===== config.mk =====
export PLATFORM = sky130hd
export DESIGN_NAME = sys_reg_file
export DESIGN_NICKNAME = d
export VERILOG_FILES = /design/src/rtl/sys_reg_file.sv
export SDC_FILE = /design/constraint.sdc
export NUM_CORES = 1
export LEC_CHECK = 0
export ABC_AREA = 1
export BUFFER_PORTS_ARGS = -buffer_cell sky130_fd_sc_hd__buf_2
export CORE_ASPECT_RATIO = 1.4
export CORE_MARGIN = 1
export CORE_UTILIZATION = 64
export CTS_CLUSTER_SIZE = 14
export DETAILED_ROUTE_END_ITERATION = 8
export PLACE_DENSITY = 0.86
export SYNTH_ARGS = -nofsm -noshare
export SYNTH_HDL_FRONTEND = slang
export SYNTH_SLANG_ARGS = --single-unit

===== constraint.sdc =====
create_clock -name CLK -period 1.8 [get_ports CLK]
set_input_delay 0.36 -clock CLK [delete_from_list [all_inputs] [get_ports CLK]]
set_output_delay 0.36 -clock CLK [all_outputs]
set_load 0.03 [all_outputs]

===== src/rtl/sys_reg_file.sv =====
// -----------------------------------------------------------------------------
// sys_reg_file
//
// Configuration and operand register file for the reference clock domain. It
// sits directly downstream of the system controller. It holds 16 x 8-bit
// flip-flop entries that the controller accesses over one single-port
// Address/WrEn/RdEn/WrData bus. Read data comes back registered, together with
// a one-cycle valid strobe. Entries 0-3 are also exported continuously so
// other blocks can use them.
//
// Ports
//   CLK           reference clock, all state updates on the rising edge
//   RST           asynchronous, active-low reset
//   Address       entry index for a write or a read
//   WrEn          write request
//   RdEn          read request
//   WrData        write data
//   RdData        registered read data (holds between reads)
//   RdData_Valid  one-cycle strobe per accepted read
//   REG0          entry 0 (ALU operand A)
//   REG1          entry 1 (ALU operand B)
//   REG2          entry 2: [0] parity enable, [1] parity type (1 = odd),
//                 [7:2] UART prescale
//   REG3          entry 3 (clock-divider ratio)
// -----------------------------------------------------------------------------
module sys_reg_file #(
    parameter int DATA_WIDTH = 8,
    parameter int ADDR_WIDTH = 4
) (
    input  logic                  CLK,
    input  logic                  RST,
    input  logic [ADDR_WIDTH-1:0] Address,
    input  logic                  WrEn,
    input  logic                  RdEn,
    input  logic [DATA_WIDTH-1:0] WrData,
    output logic [DATA_WIDTH-1:0] RdData,
    output logic                  RdData_Valid,
    output logic [DATA_WIDTH-1:0] REG0,
    output logic [DATA_WIDTH-1:0] REG1,
    output logic [DATA_WIDTH-1:0] REG2,
    output logic [DATA_WIDTH-1:0] REG3
);

    localparam int DEPTH = 2 ** ADDR_WIDTH;

    logic [DATA_WIDTH-1:0] regs_q [DEPTH];
    logic [DATA_WIDTH-1:0] regs_d [DEPTH];
    logic [DATA_WIDTH-1:0] rd_data_q;
    logic [DATA_WIDTH-1:0] rd_data_d;
    logic                  rd_valid_q;
    logic                  rd_valid_d;

    // Power-on contents. Entry 2 enables even parity with prescale 32.
    // Entry 3 selects a divide ratio of 32. Every other entry is cleared.
    function automatic logic [DATA_WIDTH-1:0] reset_value(input int idx);
        case (idx)
            32'sd2:  reset_value = DATA_WIDTH'(8'h81);
            32'sd3:  reset_value = DATA_WIDTH'(8'h20);
            default: reset_value = '0;
        endcase
    endfunction

    // Next-state decode. When a write and a read are requested together, the
    // whole request is dropped, so neither side effect happens.
    always_comb begin
        regs_d     = regs_q;
        rd_data_d  = rd_data_q;
        rd_valid_d = 1'b0;
        if (WrEn && !RdEn) begin
            regs_d[Address] = WrData;
        end else if (RdEn && !WrEn) begin
            rd_data_d  = regs_q[Address];
            rd_valid_d = 1'b1;
        end else begin
            rd_valid_d = 1'b0;
        end
    end

    // Storage and read-port registers. Reset is asynchronous, so a reset in
    // the middle of a read drops the valid strobe at once.
    always_ff @(posedge CLK or negedge RST) begin
        if (!RST) begin
            for (int i = 0; i < DEPTH; i++) begin
                regs_q[i] <= reset_value(i);
            end
            rd_data_q  <= '0;
            rd_valid_q <= 1'b0;
        end else begin
            regs_q     <= regs_d;
            rd_data_q  <= rd_data_d;
            rd_valid_q <= rd_valid_d;
        end
    end

    assign RdData       = rd_data_q;
    assign RdData_Valid = rd_valid_q;
    assign REG0         = regs_q[0];
    assign REG1         = regs_q[1];
    assign REG2         = regs_q[2];
    assign REG3         = regs_q[3];

endmodule


Yosys cells after proc, flatten, opt, wreduce, memory -nomap -nowiden
Cells that the tools add are included.

cells by class
  magnitude comparators = 2
  bitwise operators = 2
  muxes and demuxes = 8
  reduce and logical (&&, ||, !) cells = 6

operators with widths
  kind                number
  $bwmux 128          1
  $bmux 8 s4          1
  $demux 8 s4         1
  $mux 8              3
  $ge 5x5->1 const B  1
  $lt 5x1->1 const B  1
  $not 4->5           1
  $logic_and 1x1->1   3
  $logic_not 1->1     2
  $mux 1              2
  $reduce_and 2->1    1
  $not 1->1           1

word-level totals
  input bits = 16
  flip-flop bits (word level) = 137

Logic depth before layout (Yosys ltp)
Gate-level depths: netlist (run 1).

  depth in word-level cells = 6
  gate-level depth with buffers = 11
  depth with buffers taken out = 9

Worst setup path after synthesis (run 1)
Ideal clock, no wire load.

  path type = input port to flip-flop
  start = input port Address[1]
  end = register regs_q, in the netlist REG3[6]
  setup time = 0.133 ns
  path buffers = 2
  required time = 1.667 ns
  arrival = 1.260 ns
  setup slack = 0.407 ns
  stages on the path = 7
  cells stage by stage = buf_4 > inv_2 > nor3_2 > nand2_1 > clkbuf_1 > nand2_1 > o21ai_0

on the way
  longest elaborated chain between the ends = 6
  elaborated cells on any way between the ends = 7
  classes of those cells = order compare (2); mux (3); bitwise (1); reduce/logical (1)

ends and longest elaborated chain
  element                                                                line  text
  start: declaration                                                     32    input logic [ADDR_WIDTH-1:0] Address,
  $not 4->5 (not written as such) (*)                                    70    regs_d[Address] = WrData;
  $ge 5x5->1 (not written as such) / $lt 5x1->1 (equally long branches)  70
  $logic_and 1x1->1 (not written as such)                                70
  $mux 8 (not written as such)                                           70
  $demux 8 s4 (*)                                                        70
  $bwmux 128 (*)                                                         70
  end signal: indexed assignment                                         84    regs_q[i] <= reset_value(i);
  end signal: assignment                                                 89    regs_q <= regs_d;
  end: declaration                                                       46    logic [DATA_WIDTH-1:0] regs_q [DEPTH];

Every way passes the cells marked *; elsewhere a longest branch is shown, timed or not.
A chain may end at the register's enable or synchronous reset.

Final worst setup path (run 1)
  start = register regs_q, in the netlist REG2[7]
  end = output port REG2[7]

RTL lines
  element           line  text
  end: declaration  40    output logic [DATA_WIDTH-1:0] REG2,

No word-level cell between the ends.

==> results of run 1 <==
[stage by stage]
step / hold WS, ns / power (mW)
after floorplan: 0.0644 / 5.32
after global placement: 0.437 / 5.66
after detailed placement: 0.438 / 5.73
after CTS: 0.305 / 9.46
after global routing: 0.323 / 9.88
final: 0.309 / 9.50
[cell type report]
class / instances / area share [%]
Sequential cell: 137 / 46.4
Multi-Input combinational cell: 610 / 34.4
Timing Repair Buffer: 89 / 7.71
Clock buffer: 18 / 5.93
Clock inverter: 14 / 2.64
Tap cell: 135 / 2.28
Inverter: 14 / 0.710
[metal layers]
layer	part of all wire [%]	GRT usage (%)	routed length, um	vias to the layer above
met2	47	54.8	8210	372
met3	7.8	8.10	1350	109
met5	0	0	0	-
li1	-	-	-	2706
met1	37	42.8	6490	2867
met4	7.5	26.2	1290	0
[worst min-delay path by stage]
| stage | end | slack [ns] |
|---|---|---|
| global route | RdData_Valid$_DFF_PN0_ | 0.32 |
| CTS | RdData_Valid$_DFF_PN0_ | 0.30 |
| floorplan | REG0[0]$_DFFE_PN0P_ | 0.06 |
| finish | RdData_Valid$_DFF_PN0_ | 0.31 |
| global placement | regs_q[57]$_DFFE_PN0P_ | 0.44 |
| detailed placement | regs_q[63]$_DFFE_PN0P_ | 0.44 |
[power groups by stage]
stage	Sequential (mW)	Clock, mW	Combinational, mW
floorplan	4.00	0	1.32
global placement	4.02	0	1.63
detailed placement	4.05	0	1.69
CTS	4.01	3.72	1.73
global route	4.07	3.87	1.94
finish	4.04	3.72	1.74
[state kept, by name, indices dropped and copies added (netlist names)]
| signal | flops |
|---|---|
| REG1 | 8 |
| REG2 | 8 |
| REG0 | 8 |
| RdData | 8 |
| regs_q | 96 |
| REG3 | 8 |
| RdData_Valid | 1 |
[cell usage in the layout (no fill, tap or decap)]
cell | synthesis | layout
buf_12 | 0 | 3
buf_2 | 18 | 55
buf_4 | 33 | 30
bufinv_16 | 0 | 4
clkbuf_16 | 0 | 17
clkbuf_8 | 0 | 1
clkinv_2 | 0 | 2
clkinv_4 | 0 | 1
clkinvlp_4 | 0 | 4
dfrtp_1 | 134 | 134
dfstp_2 | 3 | 3
dlygate4sd3_1 | 0 | 1
inv_1 | 12 | 12
inv_2 | 2 | 2
inv_6 | 0 | 3
nand2_1 | 402 | 402
nand3_1 | 40 | 40
nand4_1 | 8 | 8
nor2_1 | 28 | 28
nor3_2 | 4 | 4
o21ai_0 | 125 | 125
o21ai_1 | 3 | 3
[cell families (layout without fill, tap and decap cells)]
group | after synthesis | in the layout | share of synthesized area [%]
compound gates | 128 | 128 | 9.87
buf+inv | 98 | 135 | 7.92
flops | 137 | 137 | 52.9
simple gates | 482 | 482 | 29.3
[timing repair]
item	4_1_cts	5_1_grt
hold buffers	1	0
hold endpoints to repair	3	0
endpoints found under the setup margin	0	0
==> flow_metrics.tcl, run 1 <==
set metrics [dict create \
    clkSinkCount 137 \
    path_clk_slew_ns 0.06 \
    ys.warnings.count 0 \
    cpPeakStageDelay_ns 0.57 \
    ys_top_cells_by_area "dfrtp_1 (52%), nand2_1 (23%), o21ai_0 (9.6%)" \
    cts_buffer_depth 2 \
    drive_gt1_share_pct 14.6 \
    r2r_setup_slack_ns 0.53 \
    fin_util_pct 74.8 \
    seq_area_frac_synth_pct 52.9 \
    routed_wl_um 17300 \
    synth.most_common_cell "nand2_1" \
    post-route-period-util_pct 86.9 \
    path_depth 1 \
    p_switching_mw 2.92 \
    p_sw_share_pct 30.8 \
    path_buf_inv 1 \
    synth_area_per_cell_um2 7.68 \
    placed_cell_area_um2 6760 \
    drtIter0Drc 551 \
    dp_cells 984 \
    synth_top_cell_by_area "dfrtp_1" \
    hp-class "primary input to flop" \
    htree_num_levels 4 \
    dominantRegCellSynth "dfrtp_1" \
    min-delay-start "WrEn" \
    synth_cell_types 15 \
    fin_ws_ns 0.237 \
    cellInternalPower_mw 6.57 \
    die_h_um 121 \
    postCtsSetupBuffers 0 \
    ys_seq_elements 137 \
    drtPass1Iterations 6 \
    r2r_end "RdData[7]$_DFFE_PN0P_" \
    synth_top_area_share_pct 51.7 \
    r2r_start "REG2[7]$_DFFE_PN1P_" \
    power-per-cell-area_nw_per_um2 1280 \
    cts_buffers 17 \
    crit_fanout 3 \
    status "complete, no violations" \
    grt_pass1_vias 5728 \
    rsz0062_at_grt "no" \
    hpwl_um 10700 \
    antenna_found_initial 0 \
    die_w_um 87.1 \
    cp_slowest_cell "dfstp_2" \
    synthCells 845 \
    wl_per_cell_um 17.1 \
    clkLatencyLatePin_ns 0.43 \
    syn_nets 861 \
    design_area_um2 7400 \
    vias 6054 \
    ys_async_sr_fraction_pct 100 \
    ant_nets 0 \
    syn_to_final_growth_pct 14.1 \
    cts_tree "yes" \
    netlist_area_um2 6490 \
    critPathKind "flop to output pin" \
    cp-start-kind "flop" \
    tns_ns 0 \
    cp_cell_sequence "buf_2" \
    leakagePower_nw 3.83 \
    vdd_drop_max_v 0.000820 \
    grt_max_degree 91 \
    grt-ovfl-total 0 \
    pre_cts_ws_ns -0.0631 \
    worstPathRequired_ns 1.44 \
    route.detailed.drc 0 \
    yosys-top-cells-count "nand2_1 (402), dfrtp_1 (134), o21ai_0 (125)" \
    worstPathArrival_ns 1.20 \
    hold_viol_final 0 \
    initial_core_util_pct 65.6 \
    seq_power_share_pct 42.5 \
    tightest_slew_ns 0.627 \
    maxSlewViolCount 0 \
    coreArea_um2 9900 \
    max_cap_violations 0 \
    multi_input_area_um2 2540 \
    path_delay_family "flip-flops" \
    cts_resized 0 \
    finalSetupViolCount 0 \
    row_count 43 \
    cp-endpoint "REG2[7]" \
    skew_ns 0.0114 \
    num-fill-cells 696 \
    synth_edf_count 0 \
    hold-path-cell-count 3 \
    via_per_inst 5.95 \
    cp-startpoint "REG2[7]$_DFFE_PN1P_" \
    worst_setup_path_end_kind "output pin" \
    gp_congestion 0.971 \
    r2r_cells 8 \
    antennaDiodeCount 0 \
    final_cell_count_no_fill 1017 \
    portBuffers 56 \
    clkPwrFrac_pct 39.2 \
    dieArea_um2 10600 \
    io_pins 57 \
    min_period_ns 1.56 \
    root_buffer "clkbuf_16" \
    combPwrFrac_pct 18.3 \
    grt_pass1_wl_um 27800 \
    num-nets-final 885 \
    relSlewSlack_pct 58.2 \
    max_freq_mhz 640 \
    seq_area_um2 3430 \
    track_usage_pct 35.4 \
]
Power figures use the tool's default switching activity.
==> run 2: changes to the inputs <==
--- a/config.mk
+++ b/config.mk
@@ -7,7 +7,7 @@
 export LEC_CHECK = 0
 export ABC_AREA = 1
 export BUFFER_PORTS_ARGS = -buffer_cell sky130_fd_sc_hd__buf_2
-export CORE_ASPECT_RATIO = 1.4
+export CORE_ASPECT_RATIO = 1.5
 export CORE_MARGIN = 1
 export CORE_UTILIZATION = 64
 export CTS_CLUSTER_SIZE = 14
==> run 2 against run 1 <==
- the run now ends with design-rule violations left
- clock power grew 3%
- clock-buffer cell count up 2
- sequential power about the same
- first-iteration DRC count rose by 45%
- sequential cell count stayed put
- critical endpoint is now REG3[5]
- largest power group unchanged
==> flow_metrics.tcl, run 2 (synthesized netlist as in run 1, its figures left out) <==
set metrics [dict create \
    tns_ns 0 \
    portBuffers 56 \
    r2r_end "RdData[0]$_DFFE_PN0P_" \
    path_depth 1 \
    power-per-cell-area_nw_per_um2 1290 \
    maxSlewViolCount 0 \
    largest_reg_flops 96 \
    skew_ns 0.00671 \
    hpwl_um 11000 \
    cts_buffer_depth 2 \
    cp_slowest_cell "dfstp_2" \
    min-delay-start "WrEn" \
    post-route-period-util_pct 85.3 \
    design_area_um2 7450 \
    syn_to_final_growth_pct 14.7 \
    htree_num_levels 4 \
    antenna_found_initial 0 \
    num-nets-final 888 \
    cts_buffers 17 \
    leakagePower_nw 3.87 \
    grt_pass1_vias 5845 \
    vias 6022 \
    min_period_ns 1.54 \
    critPathKind "flop to output pin" \
    cts_resized 0 \
    worstPathArrival_ns 1.18 \
    hold-path-cell-count 3 \
    path_buf_inv 1 \
    route.detailed.drc 12 \
    ctsHoldBuffers 1 \
    cts_tree "yes" \
    hp-class "primary input to flop" \
    tightest_slew_ns 0.668 \
    r2r_cells 8 \
    clkSinkCount 137 \
    relSlewSlack_pct 55.4 \
    finalSetupViolCount 0 \
    coreArea_um2 9740 \
    die_h_um 125 \
    ant_nets 0 \
    root_buffer "clkbuf_16" \
    path_clk_slew_ns 0.06 \
    via_per_inst 6.02 \
    finalPower_mw 9.61 \
    r2r_start "regs_q[8]$_DFFE_PN0P_" \
    antennaDiodeCount 0 \
    multi_input_area_um2 2540 \
    path_delay_family "flip-flops" \
    vdd_drop_max_v 0.000710 \
    cp_cell_sequence "buf_2" \
    drtIter0Drc 801 \
    worst_setup_path_end_kind "output pin" \
    r2r_setup_slack_ns 0.57 \
    placed_cell_area_um2 6790 \
    cpPeakStageDelay_ns 0.56 \
    cp-endpoint "REG3[5]" \
    dieArea_um2 10600 \
    violations "design-rule violations" \
    row_count 44 \
    max_freq_mhz 651 \
    max_cap_violations 0 \
    clkLatencyLatePin_ns 0.42 \
    initial_core_util_pct 66.6 \
    track_usage_pct 36.3 \
    status "finished, violations left" \
    final_common_cell "nand2_1" \
    postCtsSetupBuffers 0 \
    hold_viol_final 0 \
    drive_gt1_share_pct 14.8 \
    fin_ws_ns 0.265 \
    largest_register "regs_q" \
    pre_cts_ws_ns 0.0696 \
    seq_area_um2 3430 \
    drtPass1Iterations 9 \
    worstPathRequired_ns 1.44 \
    gp_congestion 0.903 \
    grt-ovfl-total 0 \
    crit_fanout 3 \
    rsz0062_at_grt "no" \
    wl_per_cell_um 17.8 \
    io_pins 57 \
    num-fill-cells 621 \
    final_cell_mix "nand2_1 (402), dfrtp_1 (134), o21ai_0 (125), buf_2 (55), nand3_1 (40)" \
    cp-start-kind "flop" \
    die_w_um 84.2 \
    cp-startpoint "REG3[5]$_DFFE_PN1P_" \
    grt_max_degree 67 \
    routed_wl_um 17800 \
    grt_pass1_wl_um 29100 \
]
run 2: worst min-delay path by stage:
stage / endpoint / slack [ns]
after global placement: regs_q[56]$_DFFE_PN0P_ / 0.34
after floorplan: REG0[0]$_DFFE_PN0P_ / 0.06
after CTS: RdData_Valid$_DFF_PN0_ / 0.32
after global routing: RdData_Valid$_DFF_PN0_ / 0.33
after detailed placement: regs_q[56]$_DFFE_PN0P_ / 0.35
final: RdData_Valid$_DFF_PN0_ / 0.33
run 2: routing by layer:
metal | share of wire [%] | global-route usage (%)
met4 | 6.0 | 23.6
met1 | 35 | 42.7
met2 | 49 | 58.8
met3 | 9.9 | 9.17
met5 | 0 | 0
run 2: through the flow:
step / hold WS [ns] / util, % / cells
floorplan: 0.0644 / - / 845
global placement: 0.341 / 69.6 / 967
detailed placement: 0.345 / 69.6 / 967
CTS: 0.318 / 76.4 / 1000
global route: 0.331 / 76.4 / 1000
finish: 0.331 / 76.4 / 1000
run 2: final cells by class:
cell class / count / share of cell area, %
Sequential cell: 137 / 46.1
Multi-Input combinational cell: 610 / 34.2
Timing Repair Buffer: 92 / 8.35
Clock buffer: 20 / 6.13
Clock inverter: 12 / 2.64
Tap cell: 115 / 1.93
Inverter: 14 / 0.706
run 2: report_power, final:
part           internal [mW]  switching [mW]  total, mW
registers               3.65           0.377       4.03
clock network           2.53            1.30       3.82
logic                  0.574            1.19       1.76
